**config.mk**
```make
export PLATFORM = sky130hd
export DESIGN_NAME = key_entry_display
export DESIGN_NICKNAME = d
export VERILOG_FILES = /design/src/rtl/key_entry_pkg.sv /design/src/rtl/digit_refresh_mux.sv /design/src/rtl/key_entry_display.sv
export SDC_FILE = /design/constraint.sdc
export NUM_CORES = 1
export LEC_CHECK = 0
export CORE_ASPECT_RATIO = 1.5
export CORE_MARGIN = 2
export CORE_UTILIZATION = 50
export DETAILED_ROUTE_END_ITERATION = 8
export GPL_TIMING_DRIVEN = 0
export PLACE_DENSITY = 0.69
export SKIP_CTS_REPAIR_TIMING = 1
export SLEW_MARGIN = 10
export SYNTH_ARGS = -nofsm -noshare
export SYNTH_HDL_FRONTEND = slang
export SYNTH_SLANG_ARGS = --single-unit
```
**constraint.sdc**
```tcl
create_clock -name clk -period 2.6 [get_ports clk]
set_input_delay 0.78 -clock clk [delete_from_list [all_inputs] [get_ports clk]]
set_output_delay 0.78 -clock clk [all_outputs]
set_load 0.02 [all_outputs]
```
**src/rtl/key_entry_pkg.sv**
```systemverilog
// Shared constants for the keypad entry buffer and its multiplexed display.
package key_entry_pkg;

    localparam int DIGIT_W = 4;

    localparam logic [DIGIT_W-1:0] KEY_CLR  = 4'hE;
    localparam logic [DIGIT_W-1:0] KEY_BKSP = 4'hF;

    function automatic int count_w(input int n);
        return $clog2(n + 1);
    endfunction

endpackage

```
**src/rtl/digit_refresh_mux.sv**
```systemverilog
// Free-running digit scan: refresh counter, digit index and blanked
// active-low one-hot digit enables.
module digit_refresh_mux
    import key_entry_pkg::*;
#(
    parameter int NUM_DIGITS  = 4,
    parameter int REFRESH_DIV = 10
) (
    input  logic                           clk,
    input  logic                           reset,
    input  logic [count_w(NUM_DIGITS)-1:0] count,
    output logic [$clog2(NUM_DIGITS)-1:0]  idx,
    output logic [NUM_DIGITS-1:0]          an
);

    localparam int RW = (REFRESH_DIV > 1) ? $clog2(REFRESH_DIV) : 1;
    localparam int IW = $clog2(NUM_DIGITS);

    logic [RW-1:0]         ref_cnt;
    logic                  wrap;
    logic [NUM_DIGITS-1:0] onehot;
    logic                  lit;

    assign wrap = (ref_cnt == RW'(REFRESH_DIV - 1));
    // Positions at or above count are leading blanks.
    assign lit  = (int'(idx) < int'(count));

    always_comb begin
        onehot      = '0;
        onehot[idx] = 1'b1;
    end

    always_ff @(posedge clk) begin
        if (!reset) begin
            ref_cnt <= '0;
            idx     <= '0;
            an      <= '1;
        end else begin
            ref_cnt <= wrap ? '0 : ref_cnt + 1'b1;
            if (wrap) begin
                idx <= (idx == IW'(NUM_DIGITS - 1)) ? '0 : idx + 1'b1;
            end
            an <= lit ? ~onehot : '1;
        end
    end

endmodule

```
**src/rtl/key_entry_display.sv**
```systemverilog
// Keypad digit buffer with clear/backspace editing, scanned onto a
// common-segment multi-digit display.
module key_entry_display
    import key_entry_pkg::*;
#(
    parameter int NUM_DIGITS  = 4,
    parameter int REFRESH_DIV = 10
) (
    input  logic                           clk,
    input  logic                           reset,
    input  logic [DIGIT_W-1:0]             code,
    input  logic                           reg_load,
    output logic [DIGIT_W-1:0]             seg_code,
    output logic [NUM_DIGITS-1:0]          an,
    output logic [count_w(NUM_DIGITS)-1:0] count,
    output logic                           full
);

    localparam int CW = count_w(NUM_DIGITS);
    localparam int IW = $clog2(NUM_DIGITS);

    logic [NUM_DIGITS-1:0][DIGIT_W-1:0] d;
    logic                               reg_load_d;
    logic                               load_evt;
    logic [IW-1:0]                      idx;

    // A held strobe counts once: only its rising edge is an event.
    assign load_evt = reg_load & ~reg_load_d;
    assign full     = (count == CW'(NUM_DIGITS));

    always_ff @(posedge clk) begin
        if (!reset) begin
            d          <= '0;
            count      <= '0;
            reg_load_d <= 1'b0;
            seg_code   <= '0;
        end else begin
            reg_load_d <= reg_load;
            seg_code   <= d[idx];
            if (load_evt) begin
                unique case (1'b1)
                    (code == KEY_CLR): begin
                        d     <= '0;
                        count <= '0;
                    end
                    (code == KEY_BKSP): begin
                        if (count != '0) begin
                            d     <= {DIGIT_W'(0), d[NUM_DIGITS-1:1]};
                            count <= count - 1'b1;
                        end
                    end
                    default: begin
                        d <= {d[NUM_DIGITS-2:0], code};
                        if (!full) begin
                            count <= count + 1'b1;
                        end
                    end
                endcase
            end
        end
    end

    digit_refresh_mux #(
        .NUM_DIGITS  (NUM_DIGITS),
        .REFRESH_DIV (REFRESH_DIV)
    ) u_refresh (
        .clk   (clk),
        .reset (reset),
        .count (count),
        .idx   (idx),
        .an    (an)
    );

endmodule

```
==> impl_metrics.toml <==
[outcome]
outcome = "finished clean"

[die]
die_x_um = 51.2
std_cell_rows = 25
die_h_um = 74.9
initial_utilization_pct = 52.5
io-pin-count = 19
die_area_mm2 = 0.00384
coreArea_mm2 = 0.00319

[grt]
grt_pass1_vias = 1352
grtUsageMet2_pct = 40.4
overflow = 0
antenna_found_initial = 0
top_usage_layer = "met2"
grtUsageMet1_pct = 24.4
grt_pass1_wl_mm = 6.27
grt_max_degree = 12
track_usage_pct = 22.6
use_met3_pct = 6.55

[pwr]
vdd_drop_max_mv = 0.582
leakage_nw = 0.838
finalPower_mw = 1.34
power_density_mw_per_mm2 = 657

[clock_network]
clk_pin_slew_ns = 0.07
cts.sinks = 34
cts_made_buffers = 5
clock_latency_ns = 0.29
htreeDepth = 2
clock_path_buffers = 2
tritoncts = "done"
cts-root-buf = "clkbuf_8"

[routing]
drc = 0
drt_iter0_markers = 48
ant_nets = 0
wl_per_cell_um = 15.0
first_pass_iters = 4
vias = 1407
drt_wl_total_mm = 3.67
viasPerCell = 5.74

[synthesis]
syn_inst = 181
yosys_warnings = 0
synth_edf_count = 0
yosysUniqueCellTypes = 36
yosysSeqAreaShare_pct = 40.7
ys_top_cells_by_area = "dfxtp_1 41%, nand3_1 8.4%, ha_1 6.0%"
synthFlopType = "dfxtp_1"
syn_nets = 196
yosys.area.top_type = "dfxtp_1"
async_flop_share_pct = 0
netlist_area_mm2 = 0.00167
syn_avg_cell_area_um2 = 9.25
synth_top_area_share_pct = 40.7
synth-seq-cells = 34

[setup_path]
critPathMaxStageDelay_ns = 0.64
cp_cell_sequence = "clkbuf_1 -> nor3b_1 -> clkdlybuf4s50_1"
cpMaxStageDelayCell = "clkdlybuf4s50_1"
start_kind = "register"
reg2reg_slack_ns = 0.78
crit_path_max_fanout = 8
required_ns = 1.82
arrival_ns = 1.74
endpoint_kind = "primary output"
crit_type = "register to primary output"

[flow_run]
cap_violations = 0

[sta]
fin_setup_tns_ns = 0
maxSlewHeadroom_pct = 50.9
period_minus_slack_ns = 2.52
hold_violations = 0
hold_ws_ns = 0.482
tightest_slew_ns = 0.729
final-max-slew-violation-count = 0
fmax_mhz = 398
setup_violations = 0
finalClockSkew_ns = 0.00576
period_share_pct = 96.7

[layout]
fin_nets = 219
fillers = 287
antenna_cells = 0
design_area_mm2 = 0.00204
syn2layout_area_growth_pct = 21.6
fin_cells = 245
drive_gt1_share_pct = 9.76

[place]
io_buffer_count = 17
placed_area_mm2 = 0.00189
dpl.hpwl_mm = 2.62
place_inst = 238
place_congestion = 0.869

[worst_hold_path]
hp-class = "register to register"
critical path: cells and delay by family, from the launching register on:
kind	cells	cell delay, ns
buffers and inverters	2	0.85
DFF	1	0.34
and+or+nand+nor	1	0.27
report_power, final:
part           switching [mW]  internal (mW)  leakage (nW)
clock network           0.185          0.409        0.0714
logic                  0.0896         0.0786         0.488
registers              0.0247          0.550         0.279
total                   0.299           1.04         0.838
worst paths after layout:
check | start | endpoint | depth (start not counted)
worst min-delay path | u_refresh.ref_cnt[0]$_SDFF_PP0_ | u_refresh.ref_cnt[0]$_SDFF_PP0_ | 1
worst max register to register | count[1]$_SDFFE_PN0P_ | count[2]$_SDFFE_PN0P_ | 8
worst min register to register | u_refresh.ref_cnt[0]$_SDFF_PP0_ | u_refresh.ref_cnt[0]$_SDFF_PP0_ | 1
worst max-delay path | count[0]$_SDFFE_PN0P_ | full | 3
logic make-up after synthesis:
| kind of cell | Yosys count | synth area share, % |
|---|---|---|
| buffers and inverters | 20 | 5.53 |
| adders and majority gates | 8 | 5.98 |
| and+or+nand+nor | 76 | 22.4 |
| AOI/OAI and AO/OA | 33 | 16.5 |
| muxes | 8 | 7.85 |
| xor gates and xnor gates | 2 | 1.05 |
| DFF | 34 | 40.7 |
sequential cells by signal, summed over array words and instances, names as in the netlist:
name	count
u_refresh.an	4
reg_load_d	1
d	16
seg_code	4
u_refresh.idx	2
count	3
u_refresh.ref_cnt	4
cells in the mapped netlist (all sizes together), types with 2 or more instances:
| cell | instances |
|---|---|
| a21boi | 7 |
| a21oi | 4 |
| and2 | 5 |
| buf | 4 |
| clkbuf | 11 |
| dfxtp | 34 |
| ha | 8 |
| inv | 5 |
| mux2i | 3 |
| mux4 | 4 |
| nand2 | 25 |
| nand2b | 2 |
| nand3 | 28 |
| nor2 | 3 |
| nor2b | 5 |
| nor3b | 2 |
| o211a | 10 |
| o211ai | 2 |
| o31ai | 2 |
| xnor2 | 2 |
area by class of cell:
type | instances | area (um^2) | share of cell area (%)
flip-flops and latches | 34 | 681 | 33.4
well taps | 40 | 50.0 | 2.46
plain buffers | 14 | 70.1 | 3.44
repair buffers | 17 | 170 | 8.36
clock inverters | 2 | 60.1 | 2.95
inverters | 5 | 18.8 | 0.922
multi-input cells | 127 | 903 | 44.4
clock buffers | 6 | 82.6 | 4.06
per-layer routing:
layer  up-vias  part of all wire (%)  routed length, um
met4         0                   2.0                 72
met5         -                     0                  0
met3         8                   5.0                185
li1        692                     -                  -
met1       663                    39               1430
met2        44                    54               1980
cells in the final DEF, fill, tap and decap left out, types with 2 or more instances in the layout:
cell / Yosys / layout
o31ai_1: 2 / 2
nand2b_1: 2 / 2
clkbuf_1: 11 / 10
xnor2_1: 2 / 2
inv_1: 5 / 5
mux2i_1: 3 / 3
mux4_2: 4 / 4
o211a_1: 10 / 10
dfxtp_1: 34 / 34
nor2b_1: 5 / 5
a21boi_0: 7 / 7
nand3_1: 28 / 28
bufinv_16: 0 / 2
clkdlybuf4s50_1: 0 / 17
clkbuf_8: 0 / 6
o211ai_1: 2 / 2
nor3b_1: 2 / 2
and2_1: 5 / 5
ha_1: 8 / 7
nand2_1: 25 / 25
a21oi_1: 4 / 4
nor2_1: 3 / 3
buf_6: 2 / 2
buf_2: 2 / 2
through the flow:
stage / util (%) / setup WS, ns
floorplan: - / 0.406
global placement: 59.4 / -0.117
detailed placement: 59.4 / -0.183
CTS: 63.8 / -0.0356
global route: 63.8 / -0.00152
finish: 63.8 / 0.0849
No activity file was read; power rests on OpenSTA's default activity.
